**src/rtl/led_fader.sv**
```systemverilog
// led_fader: per-LED brightness levels set by sequencer strobes, decayed by a shared prescaler, rendered by PWM.
// Optional macro LED_FADER_GAMMA_EN selects quadratic duty (level*level) over a 225-cycle PWM period.

module led_fader_lane #(
    parameter int PW = 4
) (
    input  logic          CLK,
    input  logic          RESET,
    input  logic          load,
    input  logic          dec,
    input  logic [PW-1:0] pcnt,
    output logic [3:0]    level,
    output logic          led
);
    logic [PW-1:0] duty;

    // A load beats a coincident decay; decay saturates at 0.
    always_ff @(posedge CLK or posedge RESET) begin
        if (RESET) begin
            level <= 4'd0;
        end else if (load) begin
            level <= 4'd15;
        end else if (dec && level != 4'd0) begin
            level <= level - 4'd1;
        end
    end

`ifdef LED_FADER_GAMMA_EN
    logic [7:0] lvl8;
    logic [7:0] sq;
    assign lvl8 = {4'd0, level};
    assign sq   = lvl8 * lvl8;
    assign duty = PW'(sq);
`else
    assign duty = PW'(level);
`endif

    // Top level reaches duty == period, so full level never drops low.
    always_ff @(posedge CLK or posedge RESET) begin
        if (RESET) begin
            led <= 1'b0;
        end else begin
            led <= (pcnt < duty);
        end
    end
endmodule

module led_fader #(
    parameter int N_LEDS    = 5,
    parameter int DECAY_DIV = 65536
) (
    input  logic                CLK,
    input  logic                RESET,
    input  logic [N_LEDS-1:0]   PAT_IN,
    input  logic                PAT_VALID,
    output logic [N_LEDS-1:0]   LEDS,
    output logic [4*N_LEDS-1:0] LEVELS,
    output logic                DECAY_STB
);
    localparam int DW = $clog2(DECAY_DIV);
    localparam logic [DW-1:0] DLAST = DW'(DECAY_DIV - 1);
`ifdef LED_FADER_GAMMA_EN
    localparam int PW = 8;
    localparam logic [PW-1:0] PLAST = 8'd224;
`else
    localparam int PW = 4;
    localparam logic [PW-1:0] PLAST = 4'd14;
`endif

    logic [DW-1:0] dcnt;
    logic [PW-1:0] pcnt;
    logic          dec;

    assign dec = (dcnt == DLAST);

    // Prescaler runs free of PAT_VALID so the decay cadence is fixed from reset.
    always_ff @(posedge CLK or posedge RESET) begin
        if (RESET) begin
            dcnt      <= '0;
            DECAY_STB <= 1'b0;
        end else begin
            dcnt      <= dec ? '0 : dcnt + 1'b1;
            DECAY_STB <= dec;
        end
    end

    always_ff @(posedge CLK or posedge RESET) begin
        if (RESET) begin
            pcnt <= '0;
        end else begin
            pcnt <= (pcnt == PLAST) ? '0 : pcnt + 1'b1;
        end
    end

    for (genvar i = 0; i < N_LEDS; i++) begin : g_lane
        led_fader_lane #(.PW(PW)) u_lane (
            .CLK   (CLK),
            .RESET (RESET),
            .load  (PAT_VALID && PAT_IN[i]),
            .dec   (dec),
            .pcnt  (pcnt),
            .level (LEVELS[4*i +: 4]),
            .led   (LEDS[i])
        );
    end
endmodule

```
**config.mk**
```make
export PLATFORM = sky130hd
export DESIGN_NAME = led_fader
export DESIGN_NICKNAME = d
export VERILOG_FILES = /design/src/rtl/led_fader.sv
export SDC_FILE = /design/constraint.sdc
export NUM_CORES = 1
export LEC_CHECK = 0
export ABC_AREA = 1
export BUFFER_PORTS_ARGS = -buffer_cell sky130_fd_sc_hd__buf_2
export CORE_MARGIN = 4
export CORE_UTILIZATION = 45
export DETAILED_ROUTE_END_ITERATION = 12
export PLACE_DENSITY_LB_ADDON = 0.08
export SLEW_MARGIN = 20
export SYNTH_ARGS = -nofsm -noshare
export SYNTH_HDL_FRONTEND = slang
export SYNTH_SLANG_ARGS = --single-unit
```
**constraint.sdc**
```tcl
create_clock -name CLK -period 1.9 [get_ports CLK]
set_clock_uncertainty 0.2 [all_clocks]
set_input_delay 0.19 -clock CLK [delete_from_list [all_inputs] [get_ports CLK]]
set_output_delay 0.19 -clock CLK [all_outputs]
set_load 0.02 [all_outputs]
```
==> results.toml, run 1 <==
[status]
status = "finished clean"

[place]
pre_cts_ws_ns = 0.0615
gp_congestion = 0.856
place_area_mm2 = 0.00295
portBuffers = 33
dpl.hpwl_mm = 4.11

[routing]
wire_per_inst_um = 12.3
drt_iter0_markers = 85
drt-pass1-iter-count = 4
drc = 0
vias = 2188
wl_mm = 5.57
ant_nets = 0
viasPerCell = 4.83

[layout]
drive_above_1_share_pct = 16.9
ff_latch_area_mm2 = 0.00115
nets = 406
fin_area_mm2 = 0.00316
multi_input_comb_area_mm2 = 0.00132
fillers = 569
post-route-util_pct = 53.7
num_antenna_cells = 0
syn_to_final_growth_pct = 15.9

[timing]
relSlewSlack_pct = 74.5
period_needed_ns = 1.77
drv_slew = 0
hold_viol = 0
holdWs_ns = 0.0276
worst_pin_slew_ns = 0.383
finalSetupViolations = 0
fin_ws_ns = 0.129
final.setup.tns_ns = 0
rsz0062_at_grt = "false"
period_share_pct = 93.2
max_freq_mhz = 565

[floorplanning]
core.rowCount = 28
fp.dieArea_mm2 = 0.00737
die_h_um = 85.8
core_mm2 = 0.00589
io_pins = 34
start_util_pct = 46.3
die_w_um = 85.8

[power_and_ir_drop]
p_int_mw = 1.39
power_switching_mw = 0.368
combPwrFrac_pct = 2.8
swShare_pct = 21.0
clockPowerShare_pct = 41.6
irDropWorstVdd_mv = 0.246
p_leak_nw = 1.75
sequentialPowerShare_pct = 55.6
p_per_area_mw_per_mm2 = 556

[hold_path]
worstHoldPathCells = 3
hp-class = "input pin to flop"

[logic_synthesis]
ys_seq_area_share_pct = 42.2
synth_seq_cells = 46
syn_inst = 330
synth_cell_types = 24
syn_avg_cell_area_um2 = 8.26
syn_area_mm2 = 0.00273
synth_fp_nets = 359
ys_warn_count = 0

[critical_path]
worst_setup_path_end_kind = "flop"
r2r_cells = 9
crit_chain = "ha_2, nand2_2, nor2_4, nand2_4, nor2_8, buf_4, nand2_1, nand2_1, nand3_1"
cpMaxStageDelayCell = "dfrtp_1"
cpPeakStageDelay_ns = 0.38
crit_type = "flop to flop"
start_kind = "flop"
crit_arrival_ns = 1.75
cpMostUsedCell = "nand2_1"
worstPathMaxFanout = 9
required_ns = 1.88

[run]
maxCapViolations = 0

[global_route]
grt_overflow = 0
grt_pass1_wl_mm = 10.1
first_global_vias = 2196
grt_max_degree = 31
antenna_found_initial = 0
grtUsageTotal_pct = 17.3

[clocking]
path_clk_slew_ns = 0.09
cts.sinks = 46
cts_buffers = 5
tritoncts = "built"
root_buffer = "clkbuf_8"
clkLatencyLatePin_ns = 0.30
clock_path_buffers = 2
h-tree-depth = 2
==> worst max-delay path, delay by kind of cell (launching register included) <==
family / cells / cell delay [ns]
and+or+nand+nor: 7 / 0.67
DFF: 1 / 0.38
adders and majority gates: 1 / 0.22
buffers and inverters: 1 / 0.17
==> layer usage <==
| layer | vias up | global-route usage [%] | part of all wire, % |
|---|---|---|---|
| li1 | 1158 | - | - |
| met1 | 985 | 22.0 | 47 |
| met2 | 38 | 29.7 | 49 |
| met3 | 7 | 3.27 | 3.2 |
| met4 | 0 | 5.76 | 1.3 |
| met5 | - | 0 | 0 |
==> state kept, by name, summed over array words and instances, names as in the netlist <==
| signal | flops |
|---|---|
| g_lane.u_lane.led | 5 |
| DECAY_STB | 1 |
| dcnt | 16 |
| g_lane.u_lane.level | 20 |
| pcnt | 4 |
==> cell usage after synthesis <==
library cell | count | area share (%)
nand2_1 | 68 | 9.4
nand3_1 | 54 | 9.9
inv_1 | 48 | 6.6
dfrtp_1 | 46 | 42
nor2_1 | 30 | 4.1
ha_1 | 21 | 9.6
xor2_1 | 12 | 3.9
nand4_1 | 7 | 1.6
o21ai_0 | 6 | 1.1
a21o_1 | 5 | 1.4
a31oi_1 | 5 | 1.1
buf_4 | 5 | 1.4
nand2_2 | 4 | 0.92
nand2_4 | 3 | 1.2
nor3_1 | 3 | 0.55
a21oi_1 | 2 | 0.37
buf_6 | 2 | 0.83
nor2_4 | 2 | 0.83
xnor2_1 | 2 | 0.64
a21oi_2 | 1 | 0.32
buf_12 | 1 | 0.73
nor2_2 | 1 | 0.23
nor2_8 | 1 | 0.73
o21bai_1 | 1 | 0.28
==> path summary, 6_finish.rpt <==
check                                            end       from  slack, ns
setup / recovery           g_lane[1].u_lane.level[1]    dcnt[0]       0.13
hold / removal             g_lane[4].u_lane.level[2]  PAT_IN[4]       0.03
setup reg to reg           g_lane[1].u_lane.level[1]    dcnt[0]       0.13
hold reg to reg                              dcnt[0]    dcnt[0]       0.28
max in group asynchronous  g_lane[0].u_lane.level[2]      RESET       0.81
min in group asynchronous  g_lane[3].u_lane.level[0]      RESET       0.21
==> area by class of cell <==
cell class              count  share of cell area (%)
well taps                  75                    2.97
repair buffers             48                    9.70
clock buffers               7                    2.42
flip-flops and latches     46                    36.4
multi-input cells         228                    41.7
clock inverters             1                   0.950
inverters                  48                    5.82
==> what timing repair did <==
item	4_1_cts	5_1_grt
buffers inserted	0	6
hold buffers	5	0
hold endpoints to repair	30	0
endpoints found under the setup margin	0	20
resized for setup	0	3
==> stage by stage <==
step | instances | power, mW
5_1_grt | 453 | 1.83
3_5_place_dp | 434 | 1.04
6_report | 453 | 1.76
2_1_floorplan | 330 | 1.02
4_1_cts | 447 | 1.78
3_3_place_gp | 434 | 1.04
==> cells by family (layout without fill, tap and decap cells) <==
group	after synthesis	count (layout)	synth area share [%]
DFF	46	46	42.2
buffers and inverters	56	104	9.55
and+or+nand+nor	173	173	29.5
xor gates and xnor gates	14	14	4.50
AOI/OAI and AO/OA	20	20	4.59
adders and majority gates	21	21	9.64
==> power groups by stage <==
stage	clock, mW	combinational [mW]	sequential, mW
3_5_place_dp	0	0.0436	0.998
3_3_place_gp	0	0.0434	0.998
5_1_grt	0.794	0.0560	0.978
6_report	0.731	0.0486	0.978
4_1_cts	0.752	0.0511	0.978
2_1_floorplan	0	0.0201	0.998
==> layout by cell type, fill, tap and decap left out, types with 3 or more instances in the layout <==
cell and count:
dlygate4sd3_1 5, buf_4 8, nand4_1 7, nand3_1 54, dfrtp_1 46, xor2_1 12, o21ai_0 6, nor2_1 30
buf_2 33, inv_1 46, a21o_1 5, a31oi_1 5, nand2_1 68, nor3_1 3, nand2_2 4, ha_1 20
clkbuf_8 5, nand2_4 3
No activity file was read; power rests on OpenSTA's default activity.
==> run 2, diff against run 1 <==
==> constraint.sdc (replaced) <==
create_clock -name CLK -period 1.8 [get_ports CLK]
set_clock_uncertainty 0.2 [all_clocks]
set_input_delay 0.18 -clock CLK [delete_from_list [all_inputs] [get_ports CLK]]
set_output_delay 0.18 -clock CLK [all_outputs]
set_load 0.02 [all_outputs]
==> results.toml, run 2 (same netlist as run 1, synthesis figures left out) <==
[clocking]
clkLatencyLatePin_ns = 0.30
h-tree-depth = 2
cts_buffers = 5
tritoncts = "built"
root_buffer = "clkbuf_8"
clock_path_buffers = 2
cts.sinks = 46
path_clk_slew_ns = 0.09

[routing]
drt_iter0_markers = 83
wire_per_inst_um = 12.8
vias = 2216
drc = 0
ant_nets = 0
viasPerCell = 4.89
drt-pass1-iter-count = 4
wl_mm = 5.78

[floorplanning]
fp.dieArea_mm2 = 0.00737
core.rowCount = 28
die_h_um = 85.8
start_util_pct = 46.3
core_mm2 = 0.00589
die_w_um = 85.8
io_pins = 34

[layout]
final_common_cell = "nand2_1"
nets = 406
most-common-layout-cells = "nand2_1 (68), nand3_1 (54), inv_1 (47)"
largest_register = "g_lane.u_lane.level"
fin_area_mm2 = 0.00315
syn_to_final_growth_pct = 15.5
num_antenna_cells = 0
largestRegisters = "g_lane.u_lane.level x20, dcnt x16, g_lane.u_lane.led x5"
drive_above_1_share_pct = 16.9
largest_reg_flops = 20

[power_and_ir_drop]
p_int_mw = 1.36
p_per_area_mw_per_mm2 = 555
finalPower_mw = 1.75
sequentialPowerShare_pct = 59.1
swShare_pct = 22.1
clockPowerShare_pct = 38.0
irDropWorstVdd_mv = 0.248
combPwrFrac_pct = 3.0
p_leak_nw = 1.75
power_switching_mw = 0.386

[run]
maxCapViolations = 0

[critical_path]
r2r_cells = 9
r2r-start = "dcnt[1]"
worst_setup_path_end_kind = "flop"
ff2ff_setup_slack_ns = 0.13
cpMaxStageDelayCell = "dfrtp_1"
cp.depth = 9
reg2reg_to = "g_lane[2].u_lane.level[2]"
required_ns = 1.77
cp-startpoint = "dcnt[1]"
cpPeakStageDelay_ns = 0.38
cp-endpoint = "g_lane[2].u_lane.level[2]"
crit_arrival_ns = 1.65
worstPathMaxFanout = 5
path_delay_family = "simple AND/OR/NAND/NOR gates"
crit_type = "flop to flop"
start_kind = "flop"
cpMostUsedCell = "nand2_1"
crit_chain = "ha_1, nand2_2, nor2_4, nand2_4, nor2_8, buf_4, nand2_1, nand2_1, nand3_1"
path_buf_inv = 1

[status]
status = "finished clean"

[hold_path]
hp-class = "input pin to flop"
worstHoldPathCells = 3
hold_path_startpoint = "PAT_IN[4]"

[global_route]
grt_pass1_wl_mm = 10.6
grtUsageTotal_pct = 17.9
antenna_found_initial = 0
grt_max_degree = 32
grt_overflow = 0
first_global_vias = 2288

[timing]
finalSetupViolations = 0
holdWs_ns = 0.0386
period_share_pct = 93.0
hold_viol = 0
period_needed_ns = 1.67
max_freq_mhz = 597
worst_pin_slew_ns = 0.361
rsz0062_at_grt = "false"
drv_slew = 0
relSlewSlack_pct = 75.9
final.setup.tns_ns = 0

[place]
gp_congestion = 0.870
place_area_mm2 = 0.00298
dpl.hpwl_mm = 4.29
portBuffers = 33
run 2: worst min-delay path by stage:
stage,endpoint,slack [ns]
2_1_floorplan,g_lane[0].u_lane.level[0],0.16
3_3_place_gp,g_lane[3].u_lane.level[0],-0.03
3_5_place_dp,g_lane[3].u_lane.level[0],-0.02
4_1_cts,g_lane[4].u_lane.level[1],0.008
5_1_grt,g_lane[4].u_lane.level[0],0.03
6_report,g_lane[4].u_lane.level[0],0.04
run 2: timing repair:
item                       4_1_cts  5_1_grt
gates resized for setup          0        1
setup buffers                    0        2
hold endpoints to repair        60        0
hold buffers                     5        0
setup endpoints to repair        0       17
run 2: power groups by stage:
stage               Clock, mW  Combinational (mW)  Sequential, mW
floorplan                   0              0.0213            1.05
finish                  0.664              0.0519            1.03
CTS                     0.696              0.0543            1.03
global placement            0              0.0455            1.05
detailed placement          0              0.0461            1.05
global route            0.740              0.0598            1.03
run 2: per-stage QoR:
step	cells	util, %	worst slack, ns
floorplan	330	-	0.197
global placement	438	50.6	0.109
detailed placement	438	50.6	0.0518
CTS	451	53.0	0.000994
global route	453	53.5	0.00921
finish	453	53.5	0.126
run 2: cell type report:
cell class,count,area [µm²]
Fill cell,563,2740
Multi-Input combinational cell,228,1320
Clock inverter,1,5.00
Clock buffer,7,86.3
Inverter,48,180
Timing Repair Buffer,48,315
Sequential cell,46,1150
Tap cell,75,93.8
run 2: worst register-to-register path, stage by stage (launching register included):
cell     delay, ns
dfrtp_1       0.38
ha_1          0.20
nand2_2       0.07
nor2_4        0.12
nand2_4       0.09
nor2_8        0.13
buf_4         0.15
nand2_1       0.08
nand2_1       0.07
nand3_1       0.07
run 2: per-layer routing:
layer | part of all wire (%) | vias up | global-route usage [%]
met4 | 1.7 | 0 | 5.47
met5 | 0 | - | 0
met1 | 47 | 1028 | 22.4
li1 | - | 1153 | -
met2 | 49 | 27 | 31.2
met3 | 2.9 | 8 | 3.46
==> run 3, diff against run 2 <==
--- a/config.mk
+++ b/config.mk
@@ -8,10 +8,11 @@
 export ABC_AREA = 1
 export BUFFER_PORTS_ARGS = -buffer_cell sky130_fd_sc_hd__buf_2
 export CORE_MARGIN = 4
-export CORE_UTILIZATION = 45
+export CORE_UTILIZATION = 24
 export DETAILED_ROUTE_END_ITERATION = 12
 export PLACE_DENSITY_LB_ADDON = 0.08
 export SLEW_MARGIN = 20
 export SYNTH_ARGS = -nofsm -noshare
 export SYNTH_HDL_FRONTEND = slang
+export SYNTH_HIERARCHICAL = 1
 export SYNTH_SLANG_ARGS = --single-unit
==> results.toml, run 3 <==
[clocking]
tritoncts = "built"
cts_buffers = 5
path_clk_slew_ns = 0.07
clock_path_buffers = 2
cts.sinks = 46
h-tree-depth = 2
clkLatencyLatePin_ns = 0.29
root_buffer = "clkbuf_16"

[layout]
num_antenna_cells = 0
fin_cells = 559
multi_input_comb_area_mm2 = 0.00156
largestRegisters = "g_lane.u_lane/level x20, dcnt x16, g_lane.u_lane/led x5"
largest_reg_flops = 20
post-route-util_pct = 30.3
drive_above_1_share_pct = 34.0
ff_latch_area_mm2 = 0.00115
most-common-layout-cells = "nand2_1 (63), dfrtp_1 (46), inv_1 (39)"
final_common_cell = "nand2_1"
largest_register = "g_lane.u_lane/level"
fillers = 1288
nets = 440
fin_area_mm2 = 0.00362
syn_to_final_growth_pct = 23.8

[power_and_ir_drop]
p_per_area_mw_per_mm2 = 673
p_leak_nw = 1.84
finalPower_mw = 2.44
irDropWorstVdd_mv = 0.286

[run]
maxCapViolations = 0

[critical_path]
worst_setup_path_end_kind = "flop"
ff2ff_setup_slack_ns = 0.04
worstPathMaxFanout = 10
crit_arrival_ns = 1.74
required_ns = 1.78
start_kind = "flop"
crit_type = "flop to flop"

[place]
gp_congestion = 0.739
pre_cts_ws_ns = 0.0225
dpl.hpwl_mm = 5.33
dpl.cell_count = 548
portBuffers = 33
place_area_mm2 = 0.00343

[routing]
wl_mm = 6.80
vias = 2346
wire_per_inst_um = 12.2
viasPerCell = 4.20
drc = 0
drt-pass1-iter-count = 5
ant_nets = 0
drt_iter0_markers = 84

[global_route]
grtUsageTotal_pct = 10.2
grt_pass1_wl_mm = 11.6
grt_max_degree = 22
first_global_vias = 2353
grt_overflow = 0
antenna_found_initial = 0

[timing]
fin_ws_ns = 0.0432
finalSetupViolations = 0
rsz0062_at_grt = "true"
period_needed_ns = 1.76
worst_pin_slew_ns = 0.357
relSlewSlack_pct = 76.2
drv_slew = 0
max_freq_mhz = 569
hold_viol = 0
period_share_pct = 97.6

[logic_synthesis]
synth.mux.area_fraction_pct = 0
synth_top_family_by_area = "simple AND/OR/NAND/NOR gates"
synth_xor_area_share_pct = 2.69
async_flop_share_pct = 100
syn_area_mm2 = 0.00293
synthAdderAreaFrac_pct = 8.98
synth-compound-area-share_pct = 7.19
syn_avg_cell_area_um2 = 8.36
synth_seq_cells = 46
yosysMostFrequentCell = "nand2_1"
syn_inst = 350
ys_seq_area_share_pct = 39.3
yosysTopAreaCell = "dfrtp_1"
yosys.area_share.simple_pct = 33.7
netlist_top_cells_count = "nand2_1 (63), dfrtp_1 (46), inv_1 (40)"
ys_warn_count = 6
synth_area_leaders = "dfrtp_1 (39%), ha_1 (9.0%), nand2_1 (8.1%)"
yosys.area.top_type_share_pct = 39.3
synth_cell_types = 24
synth_fp_nets = 379
synthFlopType = "dfrtp_1"
synth_edf_count = 0

[floorplanning]
die_h_um = 118
io_pins = 34
core_mm2 = 0.0120
fp.dieArea_mm2 = 0.0140
core.rowCount = 40
die_w_um = 118
start_util_pct = 24.5

[status]
status = "finished clean"

[hold_path]
hp-class = "input pin to flop"
==> run 3: changes by cell type in the layout (fill, tap and decap cells not counted), sizes merged, moves of 10 or more <==
cell | before | now
buf | 43 | 53
nand2 | 75 | 98
o21ai | 6 | 16
inv | 48 | 59
nand3 | 54 | 36
==> run 3: cell families (layout without fill, tap and decap cells) <==
group	Yosys count	in the layout
AND/OR/NAND/NOR	183	183
XOR/XNOR	9	9
flip-flops	46	46
adder cells (fa/ha/maj)	21	21
buffers and inverters	60	122
AO/OA/AOI/OAI	31	31
==> run 3: critical path, stage by stage (launching register included) <==
cell and delay [ns]:
dfrtp_1 0.38, ha_2 0.21, nand2_4 0.08, nor2_4 0.03, nand4_1 0.14, clkinvlp_4 0.16
buf_12 0.16, nand2_4 0.08, nand2_4 0.07, o21ai_2 0.06, nand2_2 0.05
==> run 3: per-layer routing <==
metal  routed length (µm)  global-route usage (%)
met1                 3360                    13.5
met4                   83                    3.04
met5                    0                       0
met3                  215                    2.30
met2                 3140                    16.7
==> run 3: stage by stage <==
stage / hold slack [ns] / TNS, ns
after global routing: 0.0772 / -0.646
after CTS: 0.0516 / 0
after global placement: -0.00772 / 0
final: 0.0624 / 0
after floorplan: -0.241 / -1.25
after detailed placement: -0.0133 / 0
==> run 3: area by class of cell <==
type / instances / area share (%)
clock buffers: 7 / 3.94
clock inverters: 1 / 0.138
inverters: 60 / 6.67
multi-input cells: 244 / 43.0
flip-flops and latches: 46 / 31.8
well taps: 147 / 5.08
repair buffers: 54 / 9.43
==> run 3: worst paths after layout <==
check                      startpoint                        end  depth (start not counted)
min reg2reg                  dcnt[14]                   dcnt[14]                          2
min                         PAT_IN[1]  g_lane[1].u_lane/level[0]                          5
max                           dcnt[1]  g_lane[4].u_lane/level[0]                         10
max reg2reg                   dcnt[1]  g_lane[4].u_lane/level[0]                         10
max in group asynchronous       RESET                    dcnt[8]                          4
min in group asynchronous       RESET  g_lane[0].u_lane/level[3]                          3
==> run 3: where the power goes <==
group / internal (mW) / total (mW) / switching, mW / leakage, nW
logic: 0.123 / 0.365 / 0.243 / 1.24
clock network: 0.552 / 0.955 / 0.403 / 0.0739
registers: 1.07 / 1.12 / 0.0453 / 0.527
total: 1.75 / 2.44 / 0.691 / 1.84
==> run 3: timing repair <==
action	in CTS	in global routing
setup endpoints to repair	0	20
gates resized for setup	0	5
hold endpoints to repair	46	0
hold buffers	1	0
setup buffers	0	2
